File: config.mk
export PLATFORM = sky130hd
export DESIGN_NAME = icache_line_refill_flat
export DESIGN_NICKNAME = d
export VERILOG_FILES = /design/src/rtl/icache_pkg.sv /design/src/rtl/icache_line_refill_if.sv /design/src/rtl/icache_line_store.sv /design/src/rtl/icache_line_refill.sv /design/src/flat_wrapper.sv
export SDC_FILE = /design/constraint.sdc
export NUM_CORES = 2
export LEC_CHECK = 0
export CAP_MARGIN = 20
export CORE_UTILIZATION = 45
export DETAILED_ROUTE_END_ITERATION = 16
export GPL_ROUTABILITY_DRIVEN = 0
export GPL_TIMING_DRIVEN = 0
export RECOVER_POWER = 25
export SLEW_MARGIN = 20
export SYNTH_ARGS = -nofsm -noshare
export SYNTH_HDL_FRONTEND = slang
export SYNTH_SLANG_ARGS = --single-unit
File: constraint.sdc
create_clock -name clk -period 6 [get_ports clk]
set_clock_uncertainty 0.05 [all_clocks]
set_input_delay 1.2 -clock clk [delete_from_list [all_inputs] [get_ports clk]]
set_output_delay 1.2 -clock clk [all_outputs]
set_load 0.005 [all_outputs]
File: src/rtl/icache_pkg.sv
// icache_pkg: cache geometry, derived widths and refill FSM state type
package icache_pkg;
   localparam int ADDR_W = 32;
   localparam int DATA_W = 32;
   localparam int INDEX_BITS = 4;
   localparam int WORDS_PER_LINE = 4;
   localparam logic [15:0] UC_HI = 16'h1c09;
   localparam int WO = $clog2(WORDS_PER_LINE);
   localparam int TAG_W = ADDR_W - INDEX_BITS - WO - 2;
   localparam int LINES = 2 ** INDEX_BITS;
   typedef enum logic [1:0] {IDLE, REFILL, UNCACHED} state_t;
endpackage

File: src/rtl/icache_line_refill_if.sv
// icache_line_refill_if: fetch-side and memory-side signals of the instruction cache
interface icache_line_refill_if;
   import icache_pkg::*;
   logic cpu_req;
   logic [ADDR_W-1:0] cpu_addr;
   logic [DATA_W-1:0] cpu_inst;
   logic cpu_valid;
   logic cpu_stall;
   logic flush;
   logic mem_req;
   logic [ADDR_W-1:0] mem_addr;
   logic [DATA_W-1:0] mem_rdata;
   logic mem_rvalid;
   modport master (
      output cpu_req, cpu_addr, flush, mem_rdata, mem_rvalid,
      input  cpu_inst, cpu_valid, cpu_stall, mem_req, mem_addr
   );
   modport slave (
      input  cpu_req, cpu_addr, flush, mem_rdata, mem_rvalid,
      output cpu_inst, cpu_valid, cpu_stall, mem_req, mem_addr
   );
endinterface

File: src/rtl/icache_line_store.sv
// icache_line_store: tag/valid/data arrays with async read and one-word-per-cycle write
module icache_line_store import icache_pkg::*; (
   input  logic                  clk,
   input  logic                  reset,
   input  logic                  clear,
   input  logic [INDEX_BITS-1:0] rd_idx,
   input  logic [WO-1:0]         rd_off,
   output logic                  rd_valid,
   output logic [TAG_W-1:0]      rd_tag,
   output logic [DATA_W-1:0]     rd_data,
   input  logic                  wr_en,
   input  logic [INDEX_BITS-1:0] wr_idx,
   input  logic [WO-1:0]         wr_off,
   input  logic [DATA_W-1:0]     wr_data,
   input  logic                  set_en,
   input  logic [TAG_W-1:0]      set_tag
);
   logic [LINES-1:0] valid;
   logic [TAG_W-1:0] tags [LINES];
   logic [DATA_W-1:0] data [LINES*WORDS_PER_LINE];
   assign rd_valid = valid[rd_idx];
   assign rd_tag = tags[rd_idx];
   assign rd_data = data[{rd_idx, rd_off}];
   always_ff @(posedge clk) begin
      if (wr_en) data[{wr_idx, wr_off}] <= wr_data;
      if (set_en) tags[wr_idx] <= set_tag;
   end
   // valid bits are flops so reset and flush wipe every line in one edge
   always_ff @(posedge clk)
      if (!reset || clear) valid <= '0;
      else if (set_en) valid[wr_idx] <= 1'b1;
endmodule

File: src/rtl/icache_line_refill.sv
// icache_line_refill: direct-mapped I-cache with blocking line refill, uncached bypass and flush
module icache_line_refill import icache_pkg::*; (
   input logic clk,
   input logic reset,
   icache_line_refill_if.slave bus
);
   localparam int IB = WO + 2;
   state_t state;
   logic [WO-1:0] ctr, nxt, off;
   logic [INDEX_BITS-1:0] idx, base_idx;
   logic [TAG_W-1:0] tag, base_tag, rd_tag;
   logic [DATA_W-1:0] rd_data;
   logic [ADDR_W-1:0] addr_q;
   logic flush_pend, req_q, rd_valid, uc, hit, uc_done, fill, last, clear, valid;
   assign off = bus.cpu_addr[IB-1:2];
   assign idx = bus.cpu_addr[IB+INDEX_BITS-1:IB];
   assign tag = bus.cpu_addr[ADDR_W-1:IB+INDEX_BITS];
   assign uc = bus.cpu_addr[ADDR_W-1:ADDR_W-16] == UC_HI;
   assign nxt = ctr + 1'b1;
   assign hit = reset && state == IDLE && bus.cpu_req && !uc && rd_valid && rd_tag == tag;
   assign uc_done = reset && state == UNCACHED && bus.mem_rvalid;
   assign fill = reset && state == REFILL && bus.mem_rvalid;
   assign last = fill && &ctr;
   // a flush seen at any point of a refill, including its last word, leaves that line invalid
   assign clear = (bus.flush && state != REFILL) || (last && (flush_pend || bus.flush));
   assign valid = hit || uc_done;
   assign bus.cpu_valid = valid;
   assign bus.cpu_inst = hit ? rd_data : uc_done ? bus.mem_rdata : '0;
   assign bus.cpu_stall = reset && bus.cpu_req && !valid;
   assign bus.mem_req = reset && req_q;
   assign bus.mem_addr = reset ? addr_q : '0;
   icache_line_store store (
      .clk(clk),
      .reset(reset),
      .clear(clear),
      .rd_idx(idx),
      .rd_off(off),
      .rd_valid(rd_valid),
      .rd_tag(rd_tag),
      .rd_data(rd_data),
      .wr_en(fill),
      .wr_idx(base_idx),
      .wr_off(ctr),
      .wr_data(bus.mem_rdata),
      .set_en(last && !flush_pend && !bus.flush),
      .set_tag(base_tag)
   );
   always_ff @(posedge clk)
      if (!reset) begin
         state <= IDLE;
         ctr <= '0;
         flush_pend <= 1'b0;
         req_q <= 1'b0;
         addr_q <= '0;
         base_idx <= '0;
         base_tag <= '0;
      end else
         case (state)
            IDLE: if (bus.cpu_req && !hit) begin
               state <= uc ? UNCACHED : REFILL;
               req_q <= 1'b1;
               addr_q <= uc ? bus.cpu_addr : {tag, idx, {WO{1'b0}}, 2'b00};
               base_idx <= idx;
               base_tag <= tag;
            end
            REFILL: begin
               flush_pend <= !last && (flush_pend || bus.flush);
               if (fill) begin
                  ctr <= nxt;
                  addr_q <= {base_tag, base_idx, nxt, 2'b00};
                  state <= last ? IDLE : REFILL;
                  req_q <= !last;
               end
            end
            default: if (bus.mem_rvalid) begin
               state <= IDLE;
               req_q <= 1'b0;
            end
         endcase
endmodule

File: src/flat_wrapper.sv
// flat-port wrapper written by rule: the top's interface ports become plain ports
module icache_line_refill_flat import icache_pkg::*;
  (clk, reset, bus_cpu_req, bus_cpu_addr, bus_flush, bus_mem_rdata, bus_mem_rvalid, bus_cpu_inst, bus_cpu_valid, bus_cpu_stall, bus_mem_req, bus_mem_addr);
  icache_line_refill_if bus_i ();
  input logic clk;
  input logic reset;
  input wire logic [$bits(bus_i.cpu_req)-1:0] bus_cpu_req;
  input wire logic [$bits(bus_i.cpu_addr)-1:0] bus_cpu_addr;
  input wire logic [$bits(bus_i.flush)-1:0] bus_flush;
  input wire logic [$bits(bus_i.mem_rdata)-1:0] bus_mem_rdata;
  input wire logic [$bits(bus_i.mem_rvalid)-1:0] bus_mem_rvalid;
  output wire logic [$bits(bus_i.cpu_inst)-1:0] bus_cpu_inst;
  output wire logic [$bits(bus_i.cpu_valid)-1:0] bus_cpu_valid;
  output wire logic [$bits(bus_i.cpu_stall)-1:0] bus_cpu_stall;
  output wire logic [$bits(bus_i.mem_req)-1:0] bus_mem_req;
  output wire logic [$bits(bus_i.mem_addr)-1:0] bus_mem_addr;
  assign bus_i.cpu_req = bus_cpu_req;
  assign bus_i.cpu_addr = bus_cpu_addr;
  assign bus_i.flush = bus_flush;
  assign bus_i.mem_rdata = bus_mem_rdata;
  assign bus_i.mem_rvalid = bus_mem_rvalid;
  assign bus_cpu_inst = bus_i.cpu_inst;
  assign bus_cpu_valid = bus_i.cpu_valid;
  assign bus_cpu_stall = bus_i.cpu_stall;
  assign bus_mem_req = bus_i.mem_req;
  assign bus_mem_addr = bus_i.mem_addr;
  icache_line_refill u_core (.clk(clk), .reset(reset), .bus(bus_i));
endmodule
## Yosys cells after proc, flatten, opt, wreduce, memory -nomap -nowiden

Memory sizes are Yosys's and may differ from the RTL's.
Index checks and enable logic that the tools add are counted.

| storage, ports and cells | value |
|---|---|
| bits of input ports | 69 |
| word-level logic and storage cells | 86 |
| output and inout bits | 67 |
| memory bits (writable) | 2432 |
| memories kept | 2 |
| bits in registers | 82 |

| operators by class | value |
|---|---|
| reduce and logical (&&, ||, !) cells | 39 |
| multiplexer cells | 25 |
| magnitude comparators | 3 |
| add/sub/neg operators | 1 |
| eq/ne operators | 7 |
| bitwise operators | 1 |

Memories:

| memory | depth | width | rd ports | clocked after Yosys merged registers in | write ports | line | RTL |
|---|---|---|---|---|---|---|---|
| u_core.store.data | 64 | 32 | 1 | 0 | 1 | icache_line_store.sv:20 | `logic [DATA_W-1:0] data [LINES*WORDS_PER_LINE];` |
| u_core.store.tags | 16 | 24 | 1 | 0 | 1 | icache_line_store.sv:19 | `logic [TAG_W-1:0] tags [LINES];` |

Operators with widths:

| kind | number |
|---|---|
| $mux W32 | 5 |
| $pmux W32 S2 | 1 |
| $eq A24 B24 Y1 | 1 |
| $logic_and A1 B1 Y1 | 20 |
| $eq A16 B13 Y1 const B | 1 |
| $or A16 B16 Y16 | 1 |
| $lt A4 B5 Y1 const B | 2 |
| $mux W1 | 10 |
| $mux W2 | 4 |
| $logic_not A1 Y1 | 7 |
| $reduce_and A2 Y1 | 3 |
| $reduce_and A3 Y1 | 2 |
| $bmux W1 S4 | 1 |
| $demux W1 S4 | 1 |
| $ge A4 B1 Y1 const B | 1 |
| $logic_or A1 B1 Y1 | 4 |
| $mux W4 | 1 |
| $ne A2 B1 Y1 const B | 2 |
| $pmux W2 S2 | 1 |
| $reduce_bool A3 Y1 | 1 |
| $add A2 B1 Y2 const B | 1 |
| $eq A2 B1 Y1 const B | 1 |
| $eq A2 B2 Y1 const B | 1 |
| $logic_not A2 Y1 | 1 |
| other kinds (3) | 3 |

## Longest topological paths before layout

| logic depth | value |
|---|---|
| depth in word-level cells | 10 |
| depth in mapped cells | 16 |
| mapped depth without buffers | 9 |

## By module

A second synthesis with hierarchy kept.

| second synthesis, totals | value |
|---|---|
| cells, all modules | 4334 |
| area, all modules | 96720.3 um2 |

Modules (own cells, without submodules):

| module | instances | cells an instance | sequential area each (um2) | area each (um2) |
|---|---|---|---|---|
| icache_line_store | 1 | 3894 | 73350.3 | 93233.2 |
| icache_line_refill | 1 | 440 | 1321.3 | 3487.1 |

## Worst setup path after synthesis

Ideal clock, no wire load.

| timing path | value |
|---|---|
| kind | input port to output port |
| start | input bus_cpu_addr[2] |
| end | output bus_cpu_inst[30] |
| data arrival time | 4.172 ns |
| slack | 0.578 ns |
| stages | 9 |
| data required time | 4.750 ns |
| buffers on the path | 4 |
| cells stage by stage | clkbuf_1 -> clkbuf_1 -> buf_2 -> buf_1 -> mux4_2 -> mux4_2 -> mux2_2 -> a21oi_1 -> o21ai_0 |

| on the way | value |
|---|---|
| cells in the longest elaborated chain, start to end | 2 |

RTL lines:

| item | line | RTL |
|---|---|---|
| start: declaration | flat_wrapper.sv:8 | `input wire logic [$bits(bus_i.cpu_addr)-1:0] bus_cpu_addr;` |
| $mem_v2 Z64 W32 | n/a |  |
| $mux W32 | icache_line_refill.sv:28 | `assign bus.cpu_inst = hit ? rd_data : uc_done ? bus.mem_rdata : '0;` |
| end: declaration | flat_wrapper.sv:12 | `output wire logic [$bits(bus_i.cpu_inst)-1:0] bus_cpu_inst;` |

Every way passes these cells.

## Final worst setup path

| timing path | value |
|---|---|
| start | input bus_cpu_addr[2] |
| end | output bus_cpu_inst[10] |

The elaborated chain is that of the path after synthesis.

==> reports/metrics.yaml <==
setup_path:
  worstPathMaxFanout: 10
  path_cells: "clkbuf_4 -> clkbuf_8 -> buf_4 -> buf_4 -> mux4_2 -> mux4_2 -> mux2i_2 -> nor2_1 -> a21oi_1 -> o21ai_4 -> dlygate4sd2_1"
  critical_path_depth: 11
  r2r-start: "u_core.state[0]$_SDFFE_PN0P_"
  crit_path_end: "bus_cpu_inst[10]"
  r2r-end: "u_core.store.data[43][4]$_DFFE_PP_"
  path_delay_family: "buffers and inverters"
  arrival_ns: 4.71
  crit_path_end_kind: "output port"
  rr_worst_depth: 8
  max_stage_delay_ns: 0.56
  critPathSlowestCell: "mux4_2"
  cp.required_ns: 4.75
  worstSetupStartpoint: "bus_cpu_addr[2]"
  r2r_setup_slack_ns: 1.97
  worstSetupPathType: "primary input to output port"
  critPathBufInv: 5
  cp-start-kind: "primary input"
timing:
  hold_viol: 0
  min_period_over_period_pct: 99.3
  maxSlewHeadroom_pct: -118
  setup-tns-final_ns: 0
  rsz0062_at_grt: "no"
  max_freq_mhz: 168
  period_needed_ns: 5.96
  drv_slew: 516
  setup_viol: 0
  worst_pin_slew_ns: 3.27
layout:
  layout_commonest_cell: "edfxtp_1"
  ff_latch_area_um2: 74700
  fillCellCount: 16000
  fin_util_pct: 53.8
  finalNetCount: 4922
  syn2layout_area_growth_pct: 18.8
  drive_gt1_share_pct: 33.0
  multi_input_area_um2: 22500
  mostFrequentLayoutCells: "edfxtp_1 (2432), mux4_2 (747), clkbuf_16 (285)"
yosys:
  synth_top_area_share_pct: 75.1
  yosys_most_used_dff: "edfxtp_1"
  synth_edf_count: 2432
  netlist_instances: 4259
  yosysWarnings: 0
  yosysTopAreaCell: "edfxtp_1"
  async_flop_share_pct: 0
  ys_ff_latch: 2514
  yosysUniqueCellTypes: 55
  synth_area_um2: 97200
  synth_fp_nets: 4329
  synth_area_leaders: "edfxtp_1 (75%), mux4_2 (17%), dfxtp_1 (1.7%), mux2i_1 (0.88%), nand2_1 (0.78%)"
  avgSynthCellArea_um2: 22.8
  yosysSeqAreaShare_pct: 76.8
routing:
  viasPerCell: 6.06
  routed.top_layer: "met5"
  firstDrtPassIters: 6
  dr_wl_met2_mm: 133
  met1Wirelength_mm: 104
  routedWlPerCell_um: 33.9
  drtIter0Drc: 5728
  vias: 47700
  routed_wl_mm: 267
  antenna_left: 0
  wl_met3_mm: 19.6
  drc_errors: 0
clocking:
  cts_made_buffers: 277
  clock_latency_ns: 0.90
  clk_pin_slew_ns: 0.06
  cts_max_path_buffers: 4
  clock_sinks: 2514
  hold_buffers: 0
  ctsRootBufferMaster: "clkbuf_16"
  cts-htree-levels: 5
  cts_tree: "yes"
min_path:
  holdCritPathClass: "register to register"
pwr:
  irDropWorstVdd_mv: 0.328
  power_density_nw_per_um2: 321
  p_leak_nw: 36.6
floorplan:
  die_area_um2: 218000
  io_pins: 136
  initial_core_util_pct: 45.3
  fp.dieW_um: 467
  row_count: 170
  core_area_um2: 215000
  die_y_um: 467
global_route:
  antenna_found_initial: 10
  grt_max_degree: 66
  grt_pass1_vias: 48000
  grt_overflow: 0
  grt.total_usage_pct: 24.7
  grt_pass1_wl_mm: 374
outcome:
  violations: "capacitance limit, slew limit"
  outcome: "complete, but fails checks"
placement:
  dpl.hpwl_mm: 177
  portBuffers: 129
run:
  cap_violations: 12
==> cells by family (layout without fill, tap and decap cells) <==
| group | Yosys count | after routing | synth area share (%) |
|---|---|---|---|
| other | 0 | 8 | 0 |
| xor gates and xnor gates | 32 | 32 | 0.288 |
| DFF | 2514 | 2514 | 76.8 |
| adders and majority gates | 1 | 1 | 0.0129 |
| buffers and inverters | 241 | 1014 | 1.04 |
| and+or+nand+nor | 457 | 457 | 2.10 |
| AOI/OAI and AO/OA | 120 | 120 | 0.839 |
| muxes | 894 | 894 | 18.9 |
==> cell usage after synthesis (all sizes together) (4+ instances only) <==
| master | instances |
|---|---|
| edfxtp | 2432 |
| mux4 | 747 |
| nand2 | 201 |
| clkbuf | 135 |
| nor2 | 130 |
| buf | 97 |
| mux2i | 85 |
| dfxtp | 82 |
| mux2 | 62 |
| nand2b | 38 |
| and2 | 34 |
| a21boi | 29 |
| o21ai | 22 |
| a21oi | 20 |
| xnor2 | 18 |
| o22ai | 16 |
| xor2 | 14 |
| nor2b | 10 |
| nor3 | 10 |
| a221oi | 8 |
| inv | 8 |
| nand3 | 7 |
| nor4 | 5 |
| or3 | 5 |
| a22oi | 4 |
==> routing by layer <==
layer | vias to the layer above | GRT usage (%)
met1 | 25800 | 33.1
met3 | 451 | 4.04
li1 | 19200 | -
met4 | 8 | 8.35
met2 | 2302 | 41.2
met5 | - | 0
==> where the power goes <==
part | total [W] | internal (W) | switching, W
Clock | 0.0157 | 0.00913 | 0.00658
Sequential | 0.0194 | 0.0193 | 0.0000694
Combinational | 0.00196 | 0.000801 | 0.00115
Total | 0.0370 | 0.0292 | 0.00781
==> worst reg2reg max path, delay by kind of cell, from the launching register on <==
family	cells	cell delay (ns)
and+or+nand+nor	5	2.55
DFF	1	0.45
buffers and inverters	3	0.68
==> per-stage QoR <==
| step | instance area [um2] | power [W] | cells | hold slack, ns | setup WS [ns] |
|---|---|---|---|---|---|
| 2_1_floorplan | 97200 | 0.0207 | 4259 | 0.385 | 0.578 |
| 3_3_place_gp | 102000 | 0.0216 | 7226 | 0.394 | -3.85 |
| 3_5_place_dp | 106000 | 0.0216 | 7395 | 0.408 | -3.23 |
| 4_1_cts | 116000 | 0.0372 | 7865 | 0.422 | 0.00342 |
| 5_1_grt | 116000 | 0.0380 | 7873 | 0.446 | 0.00523 |
| 6_report | 116000 | 0.0370 | 7878 | 0.421 | 0.0424 |
==> cell type report <==
cell class	instances	share of cell area (%)
repair buffers	316	4.19
multi-input cells	1504	19.5
inverters	9	0.0336
diodes	8	0.0173
clock inverters	104	0.652
well taps	2838	3.07
clock buffers	355	6.42
plain buffers	230	1.48
flip-flops and latches	2514	64.6
==> state kept, by name (all words and copies together), names as in the netlist, 2 cells and up <==
name and count:
u_core.base_tag 24, u_core.base_idx 4, u_core.addr_q 32, u_core.ctr 2, u_core.store.tags 384, u_core.store.data 2048
u_core.store.valid 16, u_core.state 2
==> timing repair <==
| action | in CTS | in global routing |
|---|---|---|
| setup endpoints to repair | 35 | 13 |
| gates resized for setup | 438 | 24 |
| pin swaps | 22 | 5 |
| buffers inserted | 12 | 4 |
| cloned | 0 | 1 |
==> worst min-delay path by stage <==
stage | endpoint | start | slack [ns] | cells past startpoint
6_report | u_core.store.valid[6]$_SDFFE_PP0P_ | u_core.store.valid[6]$_SDFFE_PP0P_ | 0.42 | 2
5_1_grt | u_core.store.valid[3]$_SDFFE_PP0P_ | u_core.store.valid[3]$_SDFFE_PP0P_ | 0.45 | 2
4_1_cts | u_core.store.valid[2]$_SDFFE_PP0P_ | u_core.store.valid[2]$_SDFFE_PP0P_ | 0.42 | 2
3_5_place_dp | u_core.addr_q[2]$_SDFFE_PN0P_ | u_core.addr_q[2]$_SDFFE_PN0P_ | 0.41 | 2
3_3_place_gp | u_core.store.valid[15]$_SDFFE_PP0P_ | u_core.store.valid[15]$_SDFFE_PP0P_ | 0.39 | 2
2_1_floorplan | u_core.store.valid[11]$_SDFFE_PP0P_ | u_core.store.valid[11]$_SDFFE_PP0P_ | 0.38 | 2
No activity file was read; power rests on OpenSTA's default activity.
